--- config.mk ---
export PLATFORM = sky130hd
export DESIGN_NAME = ctrl_74hc165
export DESIGN_NICKNAME = d
export VERILOG_FILES = /design/src/rtl/ctrl_74hc165.sv
export SDC_FILE = /design/constraint.sdc
export NUM_CORES = 1
export LEC_CHECK = 0
export ABC_AREA = 1
export BUFFER_PORTS_ARGS = -buffer_cell sky130_fd_sc_hd__buf_2
export CORE_AREA = 5 5 82 140
export DETAILED_ROUTE_END_ITERATION = 8
export DIE_AREA = 0 0 87 145
export PLACE_DENSITY_LB_ADDON = 0.3
export REMOVE_ABC_BUFFERS = 1
export SYNTH_ARGS = -nofsm -noshare
export SYNTH_HDL_FRONTEND = slang
export SYNTH_SLANG_ARGS = --single-unit
--- constraint.sdc ---
create_clock -name clk -period 1.91 [get_ports clk]
set_input_delay 0.2865 -clock clk [delete_from_list [all_inputs] [get_ports clk]]
set_output_delay 0.2865 -clock clk [all_outputs]
set_load 0.01 [all_outputs]
--- src/rtl/ctrl_74hc165.sv ---
// Periodic reader for a daisy-chained 74HC165 chain: load, shift WIDTH bits in, strobe o_valid.
// Optional HC165_DEBOUNCE_EN: o_data only accepts a frame that matches the previous raw frame.
module ctrl_74hc165 #(
  parameter int WIDTH      = 16,
  parameter int CLK_DIV    = 4,
  parameter int GAP_CYCLES = 1000
) (
  input  logic             clk,
  input  logic             rst_n,
  input  logic             i_q7,
  output logic             o_pl,
  output logic             o_cp,
  output logic             o_ce_n,
  output logic [WIDTH-1:0] o_data,
  output logic             o_valid
);

  localparam int CNT_LIM = (GAP_CYCLES > CLK_DIV) ? GAP_CYCLES : CLK_DIV;
  localparam int CNT_W   = $clog2(CNT_LIM);
  localparam int BIT_W   = $clog2(WIDTH);
  localparam logic [CNT_W-1:0] DIV_LAST = CNT_W'(CLK_DIV - 1);
  localparam logic [CNT_W-1:0] GAP_LAST = CNT_W'(GAP_CYCLES - 1);
  localparam logic [BIT_W-1:0] BIT_LAST = BIT_W'(WIDTH - 1);

  typedef enum logic [1:0] {S_GAP, S_LOAD, S_SHIFT} state_t;

  state_t           r_state, w_state_nxt;
  logic [CNT_W-1:0] r_cnt, w_cnt_nxt;
  logic [BIT_W-1:0] r_bit, w_bit_nxt;
  logic             r_hi, w_hi_nxt;
  logic             w_capture, w_done;
  logic             r_q7_s1, r_q7_s2;
  logic [WIDTH-1:0] r_raw;
  logic [BIT_W-1:0] w_idx;
`ifdef HC165_DEBOUNCE_EN
  logic [WIDTH-1:0] r_prev;
`endif

  assign w_idx = BIT_LAST - r_bit;

  always_comb begin
    w_state_nxt = r_state;
    w_cnt_nxt   = r_cnt + CNT_W'(1);
    w_bit_nxt   = r_bit;
    w_hi_nxt    = r_hi;
    w_capture   = 1'b0;
    w_done      = 1'b0;
    case (r_state)
      S_GAP: begin
        if (r_cnt == GAP_LAST) begin
          w_state_nxt = S_LOAD;
          w_cnt_nxt   = '0;
        end
      end
      S_LOAD: begin
        if (r_cnt == DIV_LAST) begin
          w_state_nxt = S_SHIFT;
          w_cnt_nxt   = '0;
          w_bit_nxt   = '0;
          w_hi_nxt    = 1'b0;
        end
      end
      S_SHIFT: begin
        if (r_cnt == DIV_LAST) begin
          w_cnt_nxt = '0;
          if (!r_hi) begin
            // Sample at the end of the low phase, just before the CP rising edge.
            w_capture = 1'b1;
            w_hi_nxt  = 1'b1;
          end else if (r_bit == BIT_LAST) begin
            w_state_nxt = S_GAP;
            w_hi_nxt    = 1'b0;
            w_done      = 1'b1;
          end else begin
            w_bit_nxt = r_bit + BIT_W'(1);
            w_hi_nxt  = 1'b0;
          end
        end
      end
      default: begin
        w_state_nxt = S_GAP;
        w_cnt_nxt   = '0;
      end
    endcase
  end

  // Outputs are registered from the next state so they line up with the state register.
  always_ff @(posedge clk or negedge rst_n) begin
    if (!rst_n) begin
      r_state <= S_GAP;
      r_cnt   <= '0;
      r_bit   <= '0;
      r_hi    <= 1'b0;
      r_q7_s1 <= 1'b0;
      r_q7_s2 <= 1'b0;
      r_raw   <= '0;
      o_pl    <= 1'b1;
      o_cp    <= 1'b0;
      o_ce_n  <= 1'b1;
      o_data  <= '0;
      o_valid <= 1'b0;
`ifdef HC165_DEBOUNCE_EN
      r_prev  <= '0;
`endif
    end else begin
      r_state <= w_state_nxt;
      r_cnt   <= w_cnt_nxt;
      r_bit   <= w_bit_nxt;
      r_hi    <= w_hi_nxt;
      r_q7_s1 <= i_q7;
      r_q7_s2 <= r_q7_s1;
      o_pl    <= (w_state_nxt != S_LOAD);
      o_ce_n  <= (w_state_nxt != S_SHIFT);
      o_cp    <= (w_state_nxt == S_SHIFT) && w_hi_nxt;
      o_valid <= w_done;
      if (w_capture) r_raw[w_idx] <= r_q7_s2;
      if (w_done) begin
`ifdef HC165_DEBOUNCE_EN
        r_prev <= r_raw;
        if (r_raw == r_prev) o_data <= r_raw;
`else
        o_data <= r_raw;
`endif
      end
    end
  end

endmodule
; Word level (Yosys, flattened, before mapping)
; Cells that the tools add are included.
[classes]
addsub = 3
order_cmp = 2
eq_ne = 12
muxes = 27
reduce_logical = 6
[ops]
columns = operator, count
row1 = $mux 10, 2
row2 = $pmux 10 s2, 1
row3 = $bwmux 16, 1
row4 = $mux 4, 4
row5 = $add 10x1->10 const B, 1
row6 = $eq 10x10->1 const B, 1
row7 = $eq 10x2->1 const B, 1
row8 = $mux 1, 10
row9 = $mux 2, 5
row10 = $ne 2x2->1 const B, 5
row11 = $pmux 4 s2, 1
row12 = $pmux 2 s3, 1
row13 = $lt 4x5->1 const B, 1
row14 = $reduce_and 5->1, 1
row15 = $add 4x1->4 const B, 1
row16 = $demux 1 s4, 1
row17 = $eq 2x2->1 const B, 2
row18 = $eq 4x4->1 const B, 1
row19 = $ge 4x1->1 const B, 1
row20 = $sub 4x4->4 const A, 1
row21 = $eq 2x1->1 const B, 1
row22 = $logic_and 1x1->1, 2
row23 = $logic_not 2->1, 1
row24 = $ne 2x1->1 const B, 1
row25 = other kinds (3), 3
[totals]
ff_bits = 55
input_bits = 3
out_inout_bits = 20
word_cells = 62

; Depth between registers and ports, before layout
; Gate-level depths: netlist of run 1.
[depth]
depth_word = 7
ltp_mapped = 11
mapped_depth_nobuf = 11

; Worst setup path after synthesis of run 1
; No wires, ideal clock.
[synth_path]
path_type = reg2reg
from = register r_cnt[0]
to = register r_raw[9]
setup_ns = 0.082
arrival_time_ns = 1.690
required_time_ns = 1.828
setup_slack_ns = 0.138
stages_incl_launch_ff = 11
n_path_buf = 0
period_less_slack_ns = 1.772
path_cell_list = dfrtp_1 -> ha_1 -> nand2_1 -> nor2_2 -> nand2_4 -> inv_2 -> ha_1 -> nand2_1 -> nor2_1 -> a21oi_1 -> a31oi_1
[synth_between]
elab_chain_cells = 3
[synth_lines]
columns = item, line
row1 = start: declaration, 28  ; logic [CNT_W-1:0] r_cnt, w_cnt_nxt;
row2 = start signal: assignment, 107  ; r_cnt <= w_cnt_nxt;
row3 = $eq 10x2->1, 64  ; if (r_cnt == DIV_LAST) begin
row4 = $mux 1, 64
row5 = $mux 1, 48  ; case (r_state)
row6 = end signal: indexed assignment, 116  ; if (w_capture) r_raw[w_idx] <= r_q7_s2;
row7 = end: declaration, 33  ; logic [WIDTH-1:0] r_raw;
; Every way passes these cells.
; A chain may end at the register's enable or synchronous reset.

; Worst setup path in the final report of run 1
[layout_path]
from = register r_cnt[5]
to = register r_raw[13]
; Same word-level chain as after synthesis.

==> impl_metrics.yaml, run 1 <==
critical_path:
  cp.required_ns: 2.12
  path_class: "register to register"
  cp_max_fo: 8
  endpoint: "r_raw[13]$_DFFE_PN0P_"
  critPathLaunchType: "register"
  ff2ff_setup_slack_ns: 0.13
  r2r_start: "r_cnt[5]$_DFF_PN0_"
  crit_path_end_kind: "register"
  critPathLaunch: "r_cnt[5]$_DFF_PN0_"
  arrival_ns: 1.99
  worstRegToRegCells: 11
  reg2reg_to: "r_raw[13]$_DFFE_PN0P_"
floorplan:
  initial_core_util_pct: 24.2
  rows: 49
  core_um2: 10200
  die_y_um: 145
  die_w_um: 87
  die_area_um2: 12600
  boundaryPins: 23
sta:
  fmax_ghz: 0.563
  rsz0062_at_grt: "no"
  drv_slew: 0
  relSlewSlack_pct: 62.9
  hold_viol_final: 0
  hold_ws_ns: 0.104
  tns_ns: 0
  fin_crit_ns: 1.78
  finClkSkew_ns: 0.00452
  post-route-period-util_pct: 92.9
  finalSetupViolCount: 0
  worstMarginPinSlew_ns: 0.554
  layout_setup_ws_ns: 0.135
global_route:
  grt_pass1_wl_um: 8800
  first_global_vias: 1866
  antenna_found_initial: 0
  grt_max_degree: 56
  grt_overflow: 0
  grt_use_total_pct: 8.56
pwr:
  seq_power_share_pct: 49.6
  netSwitchingPower_uw: 426
  p_per_area_nw_per_um2: 763
  p_comb_share_pct: 1.5
  clkPwrFrac_pct: 48.9
  p_sw_share_pct: 18.1
  p_leak_uw: 0.00157
  p_int_uw: 1930
  ir_worst_vdd_v: 0.000434
synthesis:
  synth_cell_types: 25
  ys.flop_type: "dfrtp_1"
  synth_area_um2: 2470
  synth-edff-count: 0
  synth_area_leaders: "dfrtp_1 54%, nand2_1 11%, ha_1 5.6%"
  avgSynthCellArea_um2: 9.20
  ys_seq_area_share_pct: 55.7
  ys_warn_count: 0
  synth_cells: 269
  synth_top_area_share_pct: 53.6
  async_reset_ff_share_pct: 100
  synth_seq_cells: 55
  synth.largest_area_cell: "dfrtp_1"
worst_hold_path:
  hold_class: "primary input to register"
clock_tree:
  clk_pin_slew_ns: 0.07
  cts_tree: "yes"
  clockBufferDepth: 2
  htree_levels: 2
  cts_num_sinks: 55
  cts-root-buf: "clkbuf_16"
  clock_latency_ns: 0.29
  cts_made_buffers: 5
finish:
  area_delta_synth_final_pct: 24.5
  final_layout_size_suffix_gt1_share_pct: 18.4
  finalNetCount: 322
  fillers: 1087
  postLayoutCoreUtil_pct: 30.1
  num_antenna_cells: 0
drt:
  vias: 1859
  totalWireLength_um: 5270
  drt_iter0_markers: 107
  wl_per_cell_um: 12.1
  drtPass1Iterations: 4
  viasPerCell: 4.26
  ant_nets: 0
  drc: 0
run:
  drv.max_cap_violation_count: 0
placed_design:
  dp_hpwl_um: 3760
  numPortBuffers: 22
  dp_slack_ns: 0.0352
  place.gp.congestion: 0.741
status:
  status: "complete, no violations"
==> layer usage <==
| layer | vias to the layer above | GRT usage, % | part of all wire (%) |
|---|---|---|---|
| met5 | - | 0 | 0 |
| met4 | 0 | 2.81 | 1.4 |
| met3 | 6 | 1.53 | 2.4 |
| met1 | 888 | 9.09 | 39 |
| met2 | 15 | 16.3 | 57 |
| li1 | 950 | - | - |
==> state kept, by name, indices dropped and copies added, names as in the netlist <==
register  flops
o_ce_n        1
o_cp          1
o_data       16
o_pl          1
o_valid       1
r_bit         4
r_cnt        10
r_hi          1
r_q7_s1       1
r_q7_s2       1
r_raw        16
r_state       2
==> layout make-up <==
| cell class | instances | area (um^2) | share of cell area (%) |
|---|---|---|---|
| tap | 127 | 159 | 5.16 |
| timing repair buffer | 36 | 246 | 8.00 |
| clock inverter | 2 | 60.1 | 1.95 |
| inverter | 25 | 96.3 | 3.13 |
| clock buffer | 6 | 129 | 4.18 |
| sequential | 55 | 1380 | 44.7 |
| multi-input combinational | 185 | 1010 | 32.8 |
==> cells by family after synthesis <==
group / Yosys count / synth area share (%)
buffers and inverters: 29 / 5.16
AND/OR/NAND/NOR: 125 / 21.6
XOR/XNOR: 7 / 2.48
flip-flops: 55 / 55.7
AO/OA/AOI/OAI: 42 / 9.50
adder cells (fa/ha/maj): 11 / 5.56
==> through the flow <==
step / instances / total power (uW) / cell area, um^2
finish: 436 / 2350 / 3080
global route: 436 / 2450 / 3080
CTS: 431 / 2390 / 2990
detailed placement: 422 / 1230 / 2800
global placement: 422 / 1230 / 2800
floorplan: 265 / 1190 / 2440
==> critical path: stages (launching register included) <==
cell     delay [ns]
dfrtp_1        0.43
nor2_1         0.12
nand2_1        0.10
nor2_4         0.16
nand2_4        0.10
inv_4          0.08
ha_4           0.13
nand2_4        0.07
nor2_2         0.11
buf_4          0.17
a21oi_1        0.07
a31oi_1        0.15
==> power by group through the flow <==
stage	combinational, uW	sequential, uW	clock, uW
final	35.6	1170	1150
after global routing	42.6	1170	1240
after CTS	38.2	1170	1180
after detailed placement	37.0	1190	0
after global placement	36.4	1190	0
after floorplan	3.82	1190	0
==> cells in the mapped netlist, types with 2 or more instances <==
master and instances:
nand2_1 74, o21ai_0 3, a21oi_1 20, nor3b_1 2, nand3_1 12, a31oi_1 17, inv_1 23, xor2_1 7
dfstp_2 2, inv_2 2, ha_1 11, dfrtp_1 53, nand4_1 3, nor2_1 29
==> placed cells by master, fill, tap and decap left out, types with 2 or more instances in the layout <==
cell type / count
nand2_1: 73
nand4_1: 3
inv_1: 23
nand2_4: 2
o21ai_0: 3
buf_12: 2
buf_2: 22
a21oi_1: 19
nand3_1: 12
clkbuf_16: 5
dfrtp_1: 53
dfstp_2: 2
a31oi_1: 17
ha_1: 9
nor3b_1: 2
nor2_2: 2
buf_4: 10
xor2_1: 7
nor2_4: 2
bufinv_16: 2
nor2_1: 26
==> repair_timing <==
action / in CTS / in global routing
endpoints found under the hold margin: 8 / 0
endpoints found under the setup margin: 0 / 17
hold buffers: 1 / 0
gates resized for setup: 0 / 13
buffers inserted: 0 / 5
==> how the worst min path moves through the flow <==
stage,cells past startpoint,slack (ns),start,to
floorplan,0,-0.009,rst_n,o_cp$_DFF_PN0_
global placement,2,0.31,rst_n,r_state[1]$_DFF_PN0_
detailed placement,2,0.31,rst_n,r_state[1]$_DFF_PN0_
CTS,1,0.1,i_q7,r_q7_s1$_DFF_PN0_
global route,1,0.09,i_q7,r_q7_s1$_DFF_PN0_
finish,1,0.10,i_q7,r_q7_s1$_DFF_PN0_
Note: power is estimated with default switching activity, not from simulation.
==> run 2, diff against run 1 <==
- CTS_BUF_LIST: unset -> sky130_fd_sc_hd__clkbuf_2
==> run 2 against run 1 <==
Compared with the run above:
- die area did not move
- cell area fell by 2.2%
- global-route usage fell by 0.080 points
- fmax fell by 1.2%
- wire length fell by 1.3%
- clock skew rose by 0.015 ns
- sequential share of layout area rose by 1.0 points
- largest cell class unchanged
- sequential power barely moved
- cell count rose by 0.69%
- largest power group unchanged
- combinational power rose by 4%
- critical path depth did not move
- clock power fell by 39%
- critical endpoint is now r_raw[7]$_DFFE_PN0P_
==> impl_metrics.yaml, run 2 (synthesis gave the netlist of run 1 again) <==
status:
  status: "complete, no violations"
critical_path:
  path_class: "register to register"
  crit_path_end_kind: "register"
  cp.required_ns: 2.26
  critPathLaunchType: "register"
  max_stage_delay_ns: 0.49
  critical_path_depth: 11
  cp_num_buf_inv: 2
  reg2reg_to: "r_raw[7]$_DFFE_PN0P_"
  worstRegToRegCells: 11
  endpoint: "r_raw[7]$_DFFE_PN0P_"
  cp_max_fo: 8
  r2r_start: "r_cnt[5]$_DFF_PN0_"
  critPathLaunch: "r_cnt[5]$_DFF_PN0_"
  arrival_ns: 2.15
  cp_top_family: "simple AND/OR/NAND/NOR gates"
  path_cells: "nor2_1 -> nand2_1 -> nor2_4 -> nand2_4 -> inv_4 -> ha_4 -> nand2_4 -> nor2_4 -> buf_6 -> a21oi_1 -> a31oi_1"
  ff2ff_setup_slack_ns: 0.11
  slowest_stage: "dfrtp_1"
sta:
  worstMarginPinSlew_ns: 0.570
  rsz0062_at_grt: "yes"
  tns_ns: 0
  fin_crit_ns: 1.80
  hold_viol_final: 0
  finClkSkew_ns: 0.0195
  layout_setup_ws_ns: 0.112
  fmax_ghz: 0.556
  drv_slew: 0
  finalSetupViolCount: 0
  relSlewSlack_pct: 61.9
  post-route-period-util_pct: 94.1
floorplan:
  die_w_um: 87
  die_area_um2: 12600
  die_y_um: 145
  initial_core_util_pct: 24.2
  rows: 49
  core_um2: 10200
  boundaryPins: 23
pwr:
  seq_power_share_pct: 61.1
  clkPwrFrac_pct: 36.9
  p_leak_uw: 0.00154
  p_per_area_nw_per_um2: 635
  netSwitchingPower_uw: 378
  p_sw_share_pct: 19.7
  ir_worst_vdd_v: 0.000306
  p_comb_share_pct: 1.9
  p_int_uw: 1540
drt:
  drt_iter0_markers: 95
  drtPass1Iterations: 4
  vias: 1886
  totalWireLength_um: 5210
  drc: 0
  viasPerCell: 4.30
  ant_nets: 0
  wl_per_cell_um: 11.9
finish:
  final_common_cell: "nand2_1"
  area_delta_synth_final_pct: 21.8
  top_regs: "o_data x16, r_raw x16, r_cnt x10"
  seq_area_um2: 1380
  multi_input_area_um2: 1010
  finalNetCount: 325
  num_antenna_cells: 0
  fillers: 1104
  final_layout_size_suffix_gt1_share_pct: 19.9
  mostFrequentLayoutCells: "73 x nand2_1, 52 x dfrtp_1, 26 x nor2_1"
global_route:
  grt_use_total_pct: 8.48
  grt_max_degree: 56
  grt_pass1_wl_um: 8760
  grt_overflow: 0
  antenna_found_initial: 0
  first_global_vias: 1866
clock_tree:
  htree_levels: 2
  cts_num_sinks: 55
  cts_made_buffers: 5
  clk_pin_slew_ns: 0.26
  cts-root-buf: "clkbuf_2"
  cts_tree: "yes"
  clock_latency_ns: 0.42
  clockBufferDepth: 2
placed_design:
  numPortBuffers: 22
  dp_slack_ns: 0.0352
  place.gp.congestion: 0.741
  dp_hpwl_um: 3760
worst_hold_path:
  hold_class: "primary input to asynchronous set/reset pin"
run:
  drv.max_cap_violation_count: 0
-- run 2: metal layers --
metal,vias up,share of wire [%],global-route usage [%]
met5,-,0,0
met4,0,1.2,2.34
met3,6,2.9,1.70
met2,24,58,16.2
met1,898,38,9.05
li1,958,-,-
-- run 2: cell type report --
cell class	instances	share of cell area [%]
clock inverter	2	1.99
timing repair buffer	39	9.13
tap	127	5.27
multi-input combinational	185	33.7
inverter	25	3.20
sequential	55	45.8
clock buffer	6	0.996
-- run 2: worst reg2reg max path, stage by stage, from the launching register on --
cell and delay, ns:
dfrtp_1 0.49, nor2_1 0.12, nand2_1 0.10, nor2_4 0.16, nand2_4 0.10, inv_4 0.08, ha_4 0.13, nand2_4 0.07
nor2_4 0.11, buf_6 0.13, a21oi_1 0.06, a31oi_1 0.16
-- run 2: worst min-delay path by stage --
stage	from	end	depth (start not counted)	slack, ns
final	rst_n	o_data[7]$_DFFE_PN0P_	3	0.34
after global routing	rst_n	o_data[7]$_DFFE_PN0P_	3	0.31
after CTS	rst_n	r_raw[13]$_DFFE_PN0P_	3	0.31
after detailed placement	rst_n	r_state[1]$_DFF_PN0_	2	0.31
after global placement	rst_n	r_state[1]$_DFF_PN0_	2	0.31
after floorplan	rst_n	o_cp$_DFF_PN0_	0	-0.009
-- run 2: repair_timing --
action	4_1_cts	5_1_grt
endpoints found under the setup margin	3	17
hold endpoints to repair	54	0
pin swaps	0	5
resized for setup	0	16
buffers inserted	1	6
hold buffers	2	0
-- run 2: power by group through the flow --
| stage | Sequential [uW] | Combinational [uW] | Clock [uW] |
|---|---|---|---|
| 2_1_floorplan | 1190 | 3.82 | 0 |
| 6_report | 1170 | 36.9 | 707 |
| 3_3_place_gp | 1190 | 36.4 | 0 |
| 3_5_place_dp | 1190 | 37.0 | 0 |
| 5_1_grt | 1170 | 44.1 | 792 |
| 4_1_cts | 1170 | 39.8 | 747 |
-- run 2: stage by stage --
step / area, um^2 / util [%] / power, uW / hold WS [ns] / cells
final: 3020 / 29.5 / 1910 / 0.336 / 439
after global routing: 3020 / 29.5 / 2010 / 0.309 / 439
after CTS: 2910 / 28.4 / 1960 / 0.308 / 433
after detailed placement: 2800 / 27.3 / 1230 / 0.311 / 422
after global placement: 2800 / 27.3 / 1230 / 0.309 / 422
after floorplan: 2440 / - / 1190 / -0.00909 / 265
==> run 3, diff against run 2 <==
--- a/config.mk
+++ b/config.mk
@@ -13,4 +13,5 @@
 export DIE_AREA = 0 0 87 145
 export PLACE_DENSITY_LB_ADDON = 0.3
+export RECOVER_POWER = 100
 export REMOVE_ABC_BUFFERS = 1
 export SYNTH_ARGS = -nofsm -noshare
==> constraint.sdc (replaced) <==
create_clock -name clk -period 1.91 [get_ports clk]
set_input_delay 0.2865 -clock clk [delete_from_list [all_inputs] [get_ports clk]]
set_output_delay 0.2865 -clock clk [all_outputs]
set_load 0.1 [all_outputs]
==> run 3 against run 2 <==
Compared with the run above:
- first-iteration DRC count unchanged
- fmax unchanged
- non-clock buffer count unchanged
- utilization about the same
- sequential power about the same
- critical path depth unchanged
- sequential share of layout area about the same
- die area unchanged
- wire length about the same
- critical path type unchanged
- critical endpoint unchanged
==> impl_metrics.yaml, run 3 (synthesis gave the netlist of run 1 again) <==
status:
  status: "complete, no violations"
floorplan:
  boundaryPins: 23
  rows: 49
  initial_core_util_pct: 24.2
  die_w_um: 87
  core_um2: 10200
  die_area_um2: 12600
  die_y_um: 145
critical_path:
  path_cells: "nor2_1 -> nand2_1 -> nor2_4 -> nand2_4 -> inv_4 -> ha_4 -> nand2_4 -> nor2_4 -> buf_6 -> a21oi_1 -> a31oi_1"
  cp_max_fo: 8
  slowest_stage: "dfrtp_1"
  critPathLaunchType: "register"
  path_class: "register to register"
  ff2ff_setup_slack_ns: 0.11
  arrival_ns: 2.15
  cp.required_ns: 2.26
  max_stage_delay_ns: 0.49
  crit_path_end_kind: "register"
pwr:
  p_leak_uw: 0.00154
  ir_worst_vdd_v: 0.000304
  p_total_uw: 1910
  p_per_area_nw_per_um2: 635
drt:
  vias: 1888
  totalWireLength_um: 5210
  drt_iter0_markers: 95
  drtPass1Iterations: 4
  wl_per_cell_um: 11.9
  viasPerCell: 4.30
  ant_nets: 0
  drc: 0
placed_design:
  numPortBuffers: 22
  dp_slack_ns: 0.0352
  place.gp.congestion: 0.741
  dp_hpwl_um: 3760
global_route:
  grt_use_total_pct: 8.48
  first_global_vias: 1866
  grt_max_degree: 56
  antenna_found_initial: 0
  grt_pass1_wl_um: 8760
  grt_overflow: 0
finish:
  finalNetCount: 325
  area_delta_synth_final_pct: 21.8
  final_common_cell: "nand2_1"
  postLayoutCoreUtil_pct: 29.4
  num_antenna_cells: 0
  top_regs: "o_data x16, r_raw x16, r_cnt x10"
  mostFrequentLayoutCells: "73 x nand2_1, 52 x dfrtp_1, 26 x nor2_1"
  final_layout_size_suffix_gt1_share_pct: 19.6
sta:
  finClkSkew_ns: 0.0195
  fin_crit_ns: 1.80
  fmax_ghz: 0.556
  worstMarginPinSlew_ns: 0.570
  relSlewSlack_pct: 61.9
  rsz0062_at_grt: "yes"
  finalSetupViolCount: 0
  hold_viol_final: 0
  drv_slew: 0
  post-route-period-util_pct: 94.1
  layout_setup_ws_ns: 0.112
clock_tree:
  htree_levels: 2
  clockBufferDepth: 2
  clk_pin_slew_ns: 0.26
  cts-root-buf: "clkbuf_2"
  clock_latency_ns: 0.42
  cts_made_buffers: 5
  cts_num_sinks: 55
  cts_tree: "yes"
worst_hold_path:
  hold_class: "primary input to asynchronous set/reset pin"
run:
  drv.max_cap_violation_count: 0
## run 3: routing by layer
metal	routed length [um]	share of wire (%)	global-route usage [%]
met1	1990	38	9.05
met2	3000	58	16.2
met3	149	2.9	1.70
met4	63	1.2	2.34
met5	0	0	0
## run 3: final timing paths
kind                                    startpoint                    end  cells after the start
worst max-delay path            r_cnt[5]$_DFF_PN0_   r_raw[7]$_DFFE_PN0P_                     11
worst min-delay path                         rst_n  o_data[7]$_DFFE_PN0P_                      3
worst max register to register  r_cnt[5]$_DFF_PN0_   r_raw[7]$_DFFE_PN0P_                     11
worst min register to register   r_q7_s1$_DFF_PN0_      r_q7_s2$_DFF_PN0_                      0
max in group asynchronous                    rst_n       o_ce_n$_DFF_PN1_                      3
min in group clk                 r_q7_s1$_DFF_PN0_      r_q7_s2$_DFF_PN0_                      0
## run 3: layout make-up
cell class,instances,area (um^2)
Clock buffer,6,30.0
Clock inverter,2,60.1
Fill cell,1104,7220
Inverter,25,96.3
Multi-Input combinational cell,185,1010
Sequential cell,55,1380
Tap cell,127,159
Timing Repair Buffer,39,274
## run 3: what timing repair did
action / in CTS / in global routing
gates resized for setup: 0 / 16
endpoints found under the setup margin: 3 / 17
setup buffers: 1 / 6
pin swaps: 0 / 5
endpoints found under the hold margin: 54 / 0
hold buffers: 2 / 0
## run 3: worst max-delay path: cells and delay by family (launching register included)
family	cells	cell delay [ns]
adder cells (fa/ha/maj)	1	0.13
buffers and inverters	2	0.21
AND/OR/NAND/NOR	6	0.66
AO/OA/AOI/OAI	2	0.22
flip-flops	1	0.49
## run 3: through the flow
| stage | setup TNS (ns) | hold WS [ns] | area [um^2] | std cells |
|---|---|---|---|---|
| after floorplan | 0 | -0.00909 | 2440 | 265 |
| after global placement | 0 | 0.309 | 2800 | 422 |
| after detailed placement | 0 | 0.311 | 2800 | 422 |
| after CTS | 0 | 0.308 | 2910 | 433 |
| after global routing | -0.000566 | 0.361 | 3010 | 439 |
| final | 0 | 0.375 | 3010 | 439 |
## run 3: power breakdown
group          leakage [uW]  internal [uW]  total [uW]  switching [uW]
Clock             0.0000532            357         707             350
Sequential         0.000741           1170        1170           0.586
Combinational      0.000742           8.69        36.5            27.8
